`config.mk`:
```
export PLATFORM = sky130hd
export DESIGN_NAME = fetch_ctrl
export DESIGN_NICKNAME = d
export VERILOG_FILES = /design/src/rtl/fetch_ctrl.sv
export SDC_FILE = /design/constraint.sdc
export NUM_CORES = 1
export LEC_CHECK = 0
export ABC_CLOCK_PERIOD_IN_PS = 2400
export CAP_MARGIN = 20
export CORE_ASPECT_RATIO = 0.7
export CORE_MARGIN = 4
export CORE_UTILIZATION = 29
export DETAILED_ROUTE_END_ITERATION = 10
export PLACE_DENSITY = 0.87
export SETUP_SLACK_MARGIN = 0.4
export SLEW_MARGIN = 20
export SYNTH_ARGS = -nofsm -noshare
export SYNTH_HDL_FRONTEND = slang
export SYNTH_SLANG_ARGS = --single-unit
```
`constraint.sdc`:
```
create_clock -name clk -period 2.4 [get_ports clk]
set_clock_uncertainty 0.05 [all_clocks]
set_input_delay 0.48 -clock clk [delete_from_list [all_inputs] [get_ports clk]]
set_output_delay 0.48 -clock clk [all_outputs]
set_load 0.03 [all_outputs]
```
`src/rtl/fetch_ctrl.sv`:
```
// Purpose : fetch sequencer; drives PC register controls, imem read enable and fetch-valid tagging.
// Latency : sel_pc/dp_pc/imem_en/flush combinational; ir_valid, halted, bkpt_hit, fetch_cnt registered (1 cycle).
// Backpress: stall holds the PC with no fetch issued and keeps ir_valid; branch/start/halt override stall.
//
// Ports: clk, rst_n (async active-low); start/start_pc (entry), pc_out (PC feedback),
//        branch_taken/branch_target, stall, halt, bkpt_valid/bkpt_addr (inputs);
//        sel_pc (01 load start_pc, 11 load dp_pc, 00 increment), dp_pc, imem_en, ir_valid,
//        flush, halted, bkpt_hit, fetch_cnt (outputs).
// Option : define FETCH_CTRL_BKPT_EN to enable the address breakpoint; otherwise the
//          breakpoint inputs are ignored and bkpt_hit stays 0.
module fetch_ctrl #(
    parameter int PC_W  = 11,
    parameter int CNT_W = 16
) (
    input  logic             clk,
    input  logic             rst_n,
    input  logic             start,
    input  logic [PC_W-1:0]  start_pc,
    input  logic [PC_W-1:0]  pc_out,
    input  logic             branch_taken,
    input  logic [PC_W-1:0]  branch_target,
    input  logic             stall,
    input  logic             halt,
    input  logic             bkpt_valid,
    input  logic [PC_W-1:0]  bkpt_addr,
    output logic [1:0]       sel_pc,
    output logic [PC_W-1:0]  dp_pc,
    output logic             imem_en,
    output logic             ir_valid,
    output logic             flush,
    output logic             halted,
    output logic             bkpt_hit,
    output logic [CNT_W-1:0] fetch_cnt
);

    typedef enum logic [1:0] {
        S_IDLE = 2'd0,
        S_RUN  = 2'd1,
        S_HALT = 2'd2
    } state_t;

    localparam logic [1:0] SEL_INC   = 2'b00;
    localparam logic [1:0] SEL_START = 2'b01;
    localparam logic [1:0] SEL_LOAD  = 2'b11;

    state_t state;
    state_t state_nxt;
    logic   ir_valid_nxt;
    logic   bkpt_set;
    logic   start_acc;
    logic   bkpt_match;

`ifdef FETCH_CTRL_BKPT_EN
    assign bkpt_match = bkpt_valid && (pc_out == bkpt_addr);
`else
    logic unused_bkpt;
    assign unused_bkpt = ^{bkpt_valid, bkpt_addr};
    assign bkpt_match  = 1'b0;
`endif

    // The PC register has no hold code: holding is "load dp_pc" with dp_pc = pc_out,
    // which is the default below for every non-fetching cycle.
    always_comb begin
        sel_pc       = SEL_LOAD;
        dp_pc        = pc_out;
        imem_en      = 1'b0;
        flush        = 1'b0;
        state_nxt    = state;
        ir_valid_nxt = 1'b0;
        bkpt_set     = 1'b0;
        start_acc    = 1'b0;
        case (state)
            S_IDLE, S_HALT: begin
                if (start) begin
                    sel_pc    = SEL_START;
                    state_nxt = S_RUN;
                    start_acc = 1'b1;
                end
            end
            S_RUN: begin
                if (halt) begin
                    state_nxt = S_HALT;
                end else if (start) begin
                    sel_pc    = SEL_START;
                    flush     = 1'b1;
                    start_acc = 1'b1;
                end else if (branch_taken) begin
                    dp_pc = branch_target;
                    flush = 1'b1;
                end else if (bkpt_match) begin
                    // Block the fetch at the breakpoint address itself.
                    state_nxt = S_HALT;
                    bkpt_set  = 1'b1;
                end else if (stall) begin
                    ir_valid_nxt = ir_valid;
                end else begin
                    sel_pc       = SEL_INC;
                    imem_en      = 1'b1;
                    ir_valid_nxt = 1'b1;
                end
            end
            default: state_nxt = S_IDLE;
        endcase
    end

    always_ff @(posedge clk or negedge rst_n) begin
        if (!rst_n) begin
            state     <= S_IDLE;
            ir_valid  <= 1'b0;
            halted    <= 1'b0;
            bkpt_hit  <= 1'b0;
            fetch_cnt <= '0;
        end else begin
            state     <= state_nxt;
            ir_valid  <= ir_valid_nxt;
            halted    <= (state_nxt == S_HALT);
            if (start_acc) begin
                bkpt_hit <= 1'b0;
            end else if (bkpt_set) begin
                bkpt_hit <= 1'b1;
            end
            // Free-running; wraps naturally at CNT_W bits.
            fetch_cnt <= fetch_cnt + CNT_W'(imem_en);
        end
    end

endmodule

```
==> metrics.md <==
| Metric | Value |
|---|---|
| Min Tclk post-route | ~2500 ps |
| Most frequent cells in the layout | 37 x clkdlybuf4s50_1, 24 x buf_6, 20 x dfrtp_1 |
| Clock Sink Count | 20 |
| M3 GR Usage | 0.0367 |
| Ports | 85 |
| CP required | 1870 ps |
| Final setup violation count | 23 |
| Die area | 4710 um^2 |
| Clock Latency Late Sink | 270 ps |
| Total gr overflow | 0 |
| Drt wl/cell | 16.4 um |
| CTS Buf Count | 3 |
| Avg Inst Size Synth | 11.2 um^2 |
| Global-route met2 utilization | 0.295 |
| GR peak layer | met2 |
| Warnings, synthesis | 0 |
| Slowest cell on crit path | or3b_4 |
| CTS clk-pin slew, worst paths | 80 ps |
| Die H | 58.6 um |
| Placed Cells | 215 |
| Port buffer count | 60 |
| CP dominant cell by count | or3b_4 |
| Clk root buf | clkbuf_8 |
| Hold_buf cts | 0 |
| Core area | 3510 um^2 |
| Setup ws final | -131 ps |
| Crit path max-delay family | simple AND/OR/NAND/NOR gates |
| Total power draw | ~1.1 mW |
| Vias per cell | 4.62 |
| Die width | 80.3 um |
| CP Launch Type | register |
| Antenna Nets Post-Route | 0 |
| Site Rows | 18 |
| Syn nets | 149 |
| Max stage delay on crit path | roughly 470 ps |
| Worst hold path class | register to register |
| WS Path Type | register to primary output |
| Fill cell count | roughly 250 |
| Slew Limit Fails | 0 |
| Peak supply drop | 0.000373 V |
| Nets | 237 |
| Area grow syn2layout | 107% |
| Ordered cell list for the critical path | or3b_4 -> or3b_4 -> mux2_4 -> buf_6 |
| Commonest non-fill, non-tap cell in the layout | clkdlybuf4s50_1 |
| Fmax | 395 MHz |
| Power Density | 507 nW/um^2 |
| Routability congestion estimate | 0.748 |
| P_leak | between 1 and 1.5 nW |
| CTS tree | yes |
| Mapped Area | 1060 um^2 |
| Starting Density | 0.302 |
| Worst-path maximum fanout | 6 |
| HPWL after DPL | 2.50 mm |
| Failing checks | setup timing |
| Final period utilization | 1.05 |
| Via count | 1072 |
| First-pass GRT wire length | 5.64 mm |
| Vias in the first global route | 1084 |
| Crit. End Element | primary output |
| Post-synthesis sequential area ratio | 0.472 |
| Pre-Repair DR Iteration Count | 4 |
| Max-cap violation count | 0 |
| Post-Synthesis Cells | 95 |
| Maximum clock path buffer count | 2 |
| Pin count of the biggest net entering global routing | 21 |
| Worst Path Arrival | roughly 2000 ps |
| Met1 usage | 0.185 |
| Layout cell share with drive strength beyond 1 | 0.451 |
| FF+latch count, synth | 20 |
| Global-route usage over all layers | 0.158 |
| Status | complete, but fails checks |
| DRC Markers | 0 |
| # H-tree levels | 1 |
| Final hold violation count | 0 |
| Antenna violations before repair | 0 |
| RSZ-0062 raised after global routing | true |
| Post-Layout Cell Count | 232 |
| Routed wire length | 3.80 mm |
| DR iter-0 viols | 95 |
| Antenna cells | 0 |
| CP Buf/Inv Count | 1 |
| Unique masters post-synth | 23 |
[cell usage after synthesis (all sizes together)]
master	instances	share of area
ha	3	0.035
nand3	7	0.033
or3	1	0.0059
and3	2	0.012
nand2b	1	0.0059
nor3	1	0.0047
a21oi	1	0.0047
or3b	2	0.019
nand2	7	0.025
conb	1	0.0035
nor2	9	0.032
mux2	11	0.15
nand4	4	0.024
buf	2	0.018
o21ai	4	0.019
xor2	6	0.050
xnor2	8	0.066
inv	4	0.014
or2	1	0.0059
dfrtp	20	0.47
[cell type report]
| class | instances | area (um^2) | area share |
|---|---|---|---|
| Clock buffer | 3 | 41.3 | 0.0188 |
| Timing Repair Buffer | 84 | 831 | 0.378 |
| Multi-Input combinational cell | 70 | 713 | 0.325 |
| Tap cell | 50 | 62.6 | 0.0285 |
| Inverter | 4 | 18.8 | 0.00854 |
| Sequential cell | 20 | 500 | 0.228 |
| Clock inverter | 1 | 30.0 | 0.0137 |
[final timing paths]
path	start	end	slack [ps]	cells after the start
hold / removal	fetch_cnt[15]	fetch_cnt[15]	440	1
max in group asynchronous	rst_n	fetch_cnt[0]	1560	2
min in group asynchronous	rst_n	fetch_cnt[12]	510	2
hold reg to reg	fetch_cnt[15]	fetch_cnt[15]	440	1
setup / recovery	state[1]	dp_pc[2]	-130	4
setup reg to reg	state[1]	fetch_cnt[14]	-120	11
[routing by layer]
metal	vias up	part of all wire
li1	498	-
met1	528	0.38
met2	31	0.54
met3	15	0.047
met4	0	0.033
met5	-	0
[where the power goes]
part	switching (mW)	internal (mW)	total (mW)
sequential	0.0439	0.366	0.410
clock	0.114	0.223	0.337
combinational	0.176	0.192	0.368
[timing repair]
| action | 4_1_cts | 5_1_grt |
|---|---|---|
| buffers inserted | 7 | 5 |
| gates resized for setup | 124 | 15 |
| pin swaps | 15 | 10 |
| endpoints found under the hold margin | 0 | 0 |
| setup endpoints to repair | 30 | 31 |
| cloned | 1 | 0 |
[stage by stage]
step | utilization | instance area (um^2) | hold slack, ps | worst slack (ps) | setup TNS, ps
5_1_grt | 0.625 | 2200 | 457 | -216 | -3510
2_1_floorplan | - | 1100 | 134 | -84.6 | -137
4_1_cts | 0.595 | 2090 | 439 | -123 | -1550
6_report | 0.625 | 2200 | 435 | -131 | -2020
3_5_place_dp | 0.521 | 1830 | 440 | -851 | -15390
3_3_place_gp | 0.521 | 1830 | 414 | -829 | -14420
[sequential cells by signal (all words and copies together) (netlist names)]
register,cells
state,2
fetch_cnt,16
halted,1
ir_valid,1
[cells by family after synthesis]
kind of cell	Yosys count	share of synthesized area
mux	11	0.152
fa+ha+maj	3	0.0354
simple gates	35	0.166
compound gates	5	0.0236
flops	20	0.472
xor+xnor	14	0.116
buf+inv	6	0.0318
other cells	1	0.00353
Power figures use the tool's default switching activity.
